--- config.mk ---
export PLATFORM = sky130hd
export DESIGN_NAME = scan_sequencer_flat
export DESIGN_NICKNAME = d
export VERILOG_FILES = /design/src/rtl/scan_pkg.sv /design/src/rtl/scan_sequencer_if.sv /design/src/rtl/idx_counter.sv /design/src/rtl/scan_sequencer.sv /design/src/flat_wrapper.sv
export SDC_FILE = /design/constraint.sdc
export NUM_CORES = 1
export LEC_CHECK = 0
export BUFFER_PORTS_ARGS = -buffer_cell sky130_fd_sc_hd__buf_2
export CELL_PAD_IN_SITES_DETAIL_PLACEMENT = 0
export CELL_PAD_IN_SITES_GLOBAL_PLACEMENT = 1
export CORE_ASPECT_RATIO = 0.7
export CORE_MARGIN = 5
export CORE_UTILIZATION = 35
export DETAILED_ROUTE_END_ITERATION = 16
export MAX_ROUTING_LAYER = met4
export PLACE_DENSITY_LB_ADDON = 0.1
export SYNTH_ARGS = -nofsm -noshare
export SYNTH_HDL_FRONTEND = slang
export SYNTH_SLANG_ARGS = --single-unit
export TNS_END_PERCENT = 5
--- constraint.sdc ---
create_clock -name clk -period 2 [get_ports clk]
set_clock_uncertainty 0.1 [all_clocks]
set_input_delay 0 -clock clk [delete_from_list [all_inputs] [get_ports clk]]
set_output_delay 0 -clock clk [all_outputs]
set_load 0.02 [all_outputs]
--- src/rtl/scan_pkg.sv ---
// Shared types and default widths for the raster scan sequencer.
package scan_pkg;

  localparam int unsigned ROW_W_DEF = 4;
  localparam int unsigned COL_W_DEF = 4;

  typedef enum logic [1:0] {
    StIdle,
    StScan,
    StDone
  } state_e;

endpackage

--- src/rtl/scan_sequencer_if.sv ---
// Beat stream carrying one row/column index pair per valid/ready transfer.
interface scan_sequencer_if
  import scan_pkg::*;
#(
  parameter int unsigned ROW_W = ROW_W_DEF,
  parameter int unsigned COL_W = COL_W_DEF
);

  logic             valid;
  logic             ready;
  logic             last;
  logic [ROW_W-1:0] row_idx;
  logic [COL_W-1:0] col_idx;

  modport master (output valid, output last, output row_idx, output col_idx, input ready);
  modport slave  (input valid, input last, input row_idx, input col_idx, output ready);

endinterface

--- src/rtl/idx_counter.sv ---
// Index counter that steps to bound-1 then wraps to zero; wrap flags the top index.
module idx_counter #(
  parameter int unsigned W = 4
) (
  input  logic         clk,
  input  logic         rst,
  input  logic         clr,
  input  logic         en,
  input  logic [W-1:0] bound,
  output logic [W-1:0] idx,
  output logic         wrap
);

  logic [W-1:0] idx_q;

  // Full-width compare, so a bound of 2^W-1 tops out at 2^W-2.
  assign wrap = (idx_q == bound - W'(1));
  assign idx  = idx_q;

  always_ff @(posedge clk or negedge rst) begin
    if (!rst) begin
      idx_q <= '0;
    end else if (clr) begin
      idx_q <= '0;
    end else if (en) begin
      idx_q <= wrap ? '0 : idx_q + W'(1);
    end
  end

endmodule

--- src/rtl/scan_sequencer.sv ---
// Row-major 2-D raster scan: one (row, col) beat per accepted transfer, done pulse at the end.
module scan_sequencer
  import scan_pkg::*;
#(
  parameter int unsigned ROW_W = ROW_W_DEF,
  parameter int unsigned COL_W = COL_W_DEF
) (
  input  logic                    clk,
  input  logic                    rst,
  input  logic                    start,
  input  logic                    abort,
  input  logic [ROW_W-1:0]        num_rows,
  input  logic [COL_W-1:0]        num_cols,
  output logic                    busy,
  output logic                    done,
  scan_sequencer_if.master        beat
);

  state_e           state_q;
  logic [ROW_W-1:0] rows_q;
  logic [COL_W-1:0] cols_q;
  logic             valid_q;
  logic             busy_q;
  logic             done_q;

  logic             row_wrap;
  logic             col_wrap;
  logic [ROW_W-1:0] row_idx;
  logic [COL_W-1:0] col_idx;
  logic             xfer;
  logic             final_beat;
  logic             clr;
  logic             row_en;
  logic             col_en;

  // abort wins over a coincident transfer.
  assign xfer       = (state_q == StScan) & valid_q & beat.ready & ~abort;
  assign final_beat = xfer & row_wrap & col_wrap;
  assign clr        = ((state_q == StIdle) & start) | ((state_q == StScan) & abort);
  // Final beat leaves both indices parked on their last value.
  assign col_en     = xfer & ~final_beat;
  assign row_en     = xfer & col_wrap & ~row_wrap;

  idx_counter #(.W(ROW_W)) u_row (
    .clk   (clk),
    .rst   (rst),
    .clr   (clr),
    .en    (row_en),
    .bound (rows_q),
    .idx   (row_idx),
    .wrap  (row_wrap)
  );

  idx_counter #(.W(COL_W)) u_col (
    .clk   (clk),
    .rst   (rst),
    .clr   (clr),
    .en    (col_en),
    .bound (cols_q),
    .idx   (col_idx),
    .wrap  (col_wrap)
  );

  always_ff @(posedge clk or negedge rst) begin
    if (!rst) begin
      state_q <= StIdle;
      rows_q  <= '0;
      cols_q  <= '0;
      valid_q <= 1'b0;
      busy_q  <= 1'b0;
      done_q  <= 1'b0;
    end else begin
      unique case (state_q)
        StIdle: begin
          if (start) begin
            rows_q <= num_rows;
            cols_q <= num_cols;
            busy_q <= 1'b1;
            if ((num_rows == '0) || (num_cols == '0)) begin
              state_q <= StDone;
              done_q  <= 1'b1;
            end else begin
              state_q <= StScan;
              valid_q <= 1'b1;
            end
          end
        end
        StScan: begin
          if (abort) begin
            state_q <= StIdle;
            valid_q <= 1'b0;
            busy_q  <= 1'b0;
          end else if (final_beat) begin
            state_q <= StDone;
            valid_q <= 1'b0;
            done_q  <= 1'b1;
          end
        end
        StDone: begin
          state_q <= StIdle;
          busy_q  <= 1'b0;
          done_q  <= 1'b0;
        end
        default: begin
          state_q <= StIdle;
          valid_q <= 1'b0;
          busy_q  <= 1'b0;
          done_q  <= 1'b0;
        end
      endcase
    end
  end

  assign busy         = busy_q;
  assign done         = done_q;
  assign beat.valid   = valid_q;
  assign beat.row_idx = row_idx;
  assign beat.col_idx = col_idx;
  assign beat.last    = valid_q & row_wrap & col_wrap;

endmodule

--- src/flat_wrapper.sv ---
// flat-port wrapper written by rule: the top's interface ports become plain ports
module scan_sequencer_flat import scan_pkg::*;
#(
  parameter int unsigned ROW_W = ROW_W_DEF,
  parameter int unsigned COL_W = COL_W_DEF
)
  (clk, rst, start, abort, num_rows, num_cols, busy, done, beat_valid, beat_last, beat_row_idx, beat_col_idx, beat_ready);
  scan_sequencer_if #(.ROW_W(ROW_W), .COL_W(COL_W)) beat_i ();
  input  logic clk;
  input  logic rst;
  input  logic start;
  input  logic abort;
  input  logic [ROW_W-1:0] num_rows;
  input  logic [COL_W-1:0] num_cols;
  output logic busy;
  output logic done;
  output wire logic [$bits(beat_i.valid)-1:0] beat_valid;
  output wire logic [$bits(beat_i.last)-1:0] beat_last;
  output wire logic [$bits(beat_i.row_idx)-1:0] beat_row_idx;
  output wire logic [$bits(beat_i.col_idx)-1:0] beat_col_idx;
  input wire logic [$bits(beat_i.ready)-1:0] beat_ready;
  assign beat_valid = beat_i.valid;
  assign beat_last = beat_i.last;
  assign beat_row_idx = beat_i.row_idx;
  assign beat_col_idx = beat_i.col_idx;
  assign beat_i.ready = beat_ready;
  scan_sequencer #(.ROW_W(ROW_W), .COL_W(COL_W)) u_core (.clk(clk), .rst(rst), .start(start), .abort(abort), .num_rows(num_rows), .num_cols(num_cols), .busy(busy), .done(done), .beat(beat_i));
endmodule
# Word level (Yosys, flattened, before mapping)
# Index checks and enable logic that the tools add are counted.
dict set report totals {
  register_bits 21
  out_inout_bits 12
  latchBits 0
  memories 0
  ram_bits 0
  inputBits 13
  wordCells 75
  romBits 0
}
dict set report classes {
  div 0
  n_lt_le_gt_ge 0
  bitwise_logic 17
  mul 0
  reduce_logical 11
  eq_ne 11
  n_mux 24
  shift 0
  n_addsub 4
}
# op n
set ops {}
lappend ops {{4-bit two-way mux} 6}
lappend ops {{1-bit bitwise AND} 12}
lappend ops {{1-bit two-way mux} 10}
lappend ops {{2-bit != test (second input constant)} 5}
lappend ops {{4-bit by 1-bit adder with 4-bit output (second input constant)} 2}
lappend ops {{4-bit == test} 2}
lappend ops {{4-bit logical NOT} 2}
lappend ops {{2-bit two-way mux} 4}
lappend ops {{4-bit AND reduction} 2}
lappend ops {{4-bit by 1-bit subtractor with 4-bit output (second input constant)} 2}
lappend ops {{2-bit AND reduction} 3}
lappend ops {{1-bit NOT} 4}
lappend ops {{1-bit one-hot mux with 2 select lines} 2}
lappend ops {{2-bit one-hot mux with 2 select lines} 1}
lappend ops {{2-bit nonzero test} 2}
lappend ops {{3-bit by 2-bit != test with 1-bit output (second input constant)} 1}
lappend ops {{1-bit one-hot mux with 3 select lines} 1}
lappend ops {{2-bit by 1-bit == test with 1-bit output (second input constant)} 1}
lappend ops {{2-bit == test (second input constant)} 1}
lappend ops {{2-bit logical NOT} 1}
lappend ops {{2-bit by 1-bit != test with 1-bit output (second input constant)} 1}
lappend ops {{1-bit logical OR} 1}
lappend ops {{1-bit bitwise OR} 1}

# Logic depth before layout (Yosys ltp)
dict set report logic_depth {
  depth_word 10
  ltp_mapped 7
  mapped_depth_nobuf 7
}

# Cells and area by module
# Synthesis repeated with hierarchy kept, for this count alone.
dict set report hier_totals {
  hier_cells 111
  hier_area_um2 1239.9
}
# mod instances area_per_inst_um2 seq_area_each_um2 cells_per_inst
set by_module_without_submodules {}
lappend by_module_without_submodules {idx_counter 2 332.8 100.1 32}
lappend by_module_without_submodules {scan_sequencer 1 574.3 325.3 47}

# Worst setup path after synthesis
# Ideal clock, no wire load.
dict set report synth_timing {
  path_kind {reg2reg}
  from {register u_core.cols_q[0]}
  to {register u_core.u_row.idx_q[3], in the netlist u_core.u_row.idx[3]}
  synth_period_minus_slack_ns 2.152
  n_path_buf 0
  t_arrival_ns 1.975
  stages_incl_launch_ff 8
  required_ns 1.822
  setup_time_ns 0.078
  path_slack_ns -0.152
  cell_sequence {dfrtp_1 -> inv_1 -> ha_1 -> xnor3_1 -> nand3_2 -> or3_4 -> or4_1 -> a21oi_1}
}
dict set report synth_between {
  elab_chain_cells 5
}
# item line_no
set synth_lines {}
lappend synth_lines {{start: declaration} scan_sequencer.sv:21} ;# logic [COL_W-1:0] cols_q;
lappend synth_lines {{start signal: assignment} scan_sequencer.sv:77} ;# cols_q <= num_cols;
lappend synth_lines {{4-bit by 1-bit subtractor with 4-bit output} idx_counter.sv:17} ;# assign wrap = (idx_q == bound - W'(1));
lappend synth_lines {{4-bit == test} idx_counter.sv:17}
lappend synth_lines {{1-bit bitwise AND (2 in a row)} scan_sequencer.sv:42} ;# assign row_en = xfer & col_wrap & ~row_wrap;
lappend synth_lines {{2-bit nonzero test (no source line)} --}
lappend synth_lines {{end signal: assignment} idx_counter.sv:26} ;# idx_q <= wrap ? '0 : idx_q + W'(1);
lappend synth_lines {{end: declaration} idx_counter.sv:14} ;# logic [W-1:0] idx_q;
# No other way between the ends.
# A chain may end at the register's enable or synchronous reset.

# Final worst setup path
# Same ends and word-level chain as after synthesis.

==> results.txt <==
run status: complete, but fails checks
fraction of layout instances using a drive strength above 1: 0.392
maximum fanout along the worst path: 4
Max-cap violations: 0
cell area after placement: 1470 um^2
RSZ-0062 raised after global routing: true
number of enable-type register cells in the synthesized netlist: 0
routed wire length per instance: 13.3 um
pin slew with the least headroom to its limit: 490 ps
final non-filler cell area: 1700 um^2
vias per std cell: 4.59
post-synthesis instance total: 116
worst setup slack after layout: -30.6 ps
antenna violations before repair: 0
Rows: 17
overall power of the completed layout: 1.37 mW
Setup crit end kind: flip-flop
total detailed-routing wirelength: 2900 um
critical path launch point type: flip-flop
number of unique standard cell types used by synthesis: 35
overflow left after global routing: 0
HPWL reported at the end of detailed placement: 2220 um
leading post-synthesis cells by cell area: dfrtp_1 44%, ha_1 4.2%, nand2_1 4.1%
violations in the final reports: setup timing
Die Footprint: 4670 um^2
H-tree depth reported by CTS: 1
total number of nets in the final design: 189
summed instance area of the synthesized netlist: 1180 um^2
Post-synth ARST share: 1.00
Die Ht: 58.7 um
PwrDens: 807 nW/um^2
post-synth net total: 133
drt pass-1 iters: 6
Core Box Area: 3210 um^2
mean post-synth cell area: 10.2 um^2
Seq/Total Area, Yosys: 0.444
cell accounting for the most synthesized area: dfrtp_1
worst vdd ir: 376 uV
pre-CTS WS: -96.9 ps
Crit Path Category: flip-flop to flip-flop
total routing resource utilization after global routing: 0.143
static power due to leakage: 0.790 nW
clock-pin slew on the worst setup and hold paths: 80 ps
top cell types by occurrence after synthesis: 21 x dfrtp_1, 13 x nand2_1, 8 x a21oi_1, 8 x nor2_1
final setup fails: 2
starting utilization of the core area: 0.369
clock tree from TritonCTS: built
num ports: 25
TritonCTS Sinks: 21
antenna viol nets, final: 0
final weighted congestion in routability-driven placement: 0.712
top-count cell post-synth: dfrtp_1
Slew headroom: 0.673
number of failing hold endpoints at the final stage: 0
Die Wd: 79.5 um
min cycle time layout: 2030 ps
DR iter-0 viols: 27
growth of design area from synthesis to finish: 43.7%
wire length of the first global-routing pass: 4950 um
via count: 1001
FF+latch count, synth: 21
required time of the critical path: 2090 ps
diode count: 0
maximum operating frequency: 492 MHz
number of buffers inserted during clock tree synthesis: 3
count of buffers inserted at the top-level ports: 24
Worst Hold Class: primary input to flip-flop
arrival time worst endpoint: 2120 ps
number of fill cells in the layout: 314
Pins Over Slew Limit: 0
DRC errors left: 0
largest net degree at the start of global routing: 22
number of global-route vias before repair: 1006
Final Util: 0.530
Warnings, synthesis: 0
Skew-Pair Late Insertion Delay: 260 ps
cell chosen for the clock root: clkbuf_8
Clock Tree Buf Depth: 2
fraction of the cycle the final worst path needs: 1.02
leading register cell type out of synthesis: dfrtp_1
portion of synthesized cell area occupied by the leading cell type: 0.444
## cell usage in the layout (no fill, tap or decap), types with 4 or more instances in the layout
cell           netlist  final
mux2_2               4      4
dlygate4sd3_1        0     11
buf_4                0     18
o21ai_0              6      6
nand2_1             13     13
dfrtp_1             21     21
xnor2_1              4      4
a21oi_1              8      8
nor2_1               8      8
buf_2                0     23
inv_2                0      4
## layout make-up
| type | count | area (um^2) | area share |
|---|---|---|---|
| inverters | 6 | 22.5 | 0.0132 |
| clock inverters | 1 | 5.00 | 0.00294 |
| repair buffers | 53 | 372 | 0.218 |
| clock buffers | 3 | 41.3 | 0.0242 |
| well taps | 47 | 58.8 | 0.0345 |
| flip-flops and latches | 21 | 526 | 0.309 |
| multi-input cells | 87 | 678 | 0.398 |
## logic make-up after synthesis
family	after synthesis	synth area share
XOR/XNOR	11	0.105
AO/OA/AOI/OAI	24	0.118
multiplexers	6	0.0549
AND/OR/NAND/NOR	42	0.205
adder cells (fa/ha/maj)	4	0.0422
buffers and inverters	8	0.0317
flip-flops	21	0.444
## critical path: stages (launching register included)
cell	delay [ps]
dfrtp_1	360
inv_2	60
ha_4	270
xor2_2	140
nand3_2	110
or3_4	360
or4_1	410
a21oi_1	140
## routing by layer
metal  share of wire  up-vias  global-route usage
li1                -      521                   -
met1            0.50      450               0.191
met2            0.44       26               0.222
met3           0.054        4              0.0382
met4          0.0093        0              0.0221
met5               0        -                   -
## metrics by stage
stage	setup TNS (ps)	std cells	hold slack [ps]
after floorplan	-14.2	116	-396
after global placement	-33.2	201	-103
after detailed placement	-191	201	-97.9
after CTS	-147	217	59.5
after global routing	-585	218	89.6
final	-56.8	218	66.0
## flip-flops by register name (all words and copies together) (netlist names)
name / count
u_core.busy: 1
u_core.done: 1
u_core.beat.valid: 1
u_core.rows_q: 4
u_core.state_q: 2
u_core.u_col.idx: 4
u_core.u_row.idx: 4
u_core.cols_q: 4
## repair_timing
item / in CTS / in global routing
hold endpoints to repair: 30 / 0
pin swaps: 3 / 8
hold buffers: 11 / 0
endpoints found under the setup margin: 3 / 9
buffers inserted: 1 / 1
gates resized for setup: 6 / 7
## path summary, 6_finish.rpt
path | from | to | slack (ps) | cells after the start
min in group asynchronous | rst | u_core.done$_DFFE_PN0P_ | 130 | 2
max | u_core.cols_q[0]$_DFFE_PN0P_ | u_core.u_row.idx[3]$_DFFE_PN0P_ | -30 | 7
max in group asynchronous | rst | u_core.u_row.idx[1]$_DFFE_PN0P_ | 1340 | 2
min | start | u_core.busy$_DFFE_PN0P_ | 70 | 3
max reg2reg | u_core.cols_q[0]$_DFFE_PN0P_ | u_core.u_row.idx[3]$_DFFE_PN0P_ | -30 | 7
min reg2reg | u_core.busy$_DFFE_PN0P_ | u_core.busy$_DFFE_PN0P_ | 420 | 2
## power by group
group,internal [mW],switching [mW],leakage [nW]
Combinational,0.273,0.266,0.497
Sequential,0.495,0.0605,0.268
Clock,0.139,0.140,0.0255
Total,0.907,0.467,0.790
Power figures use the tool's default switching activity.
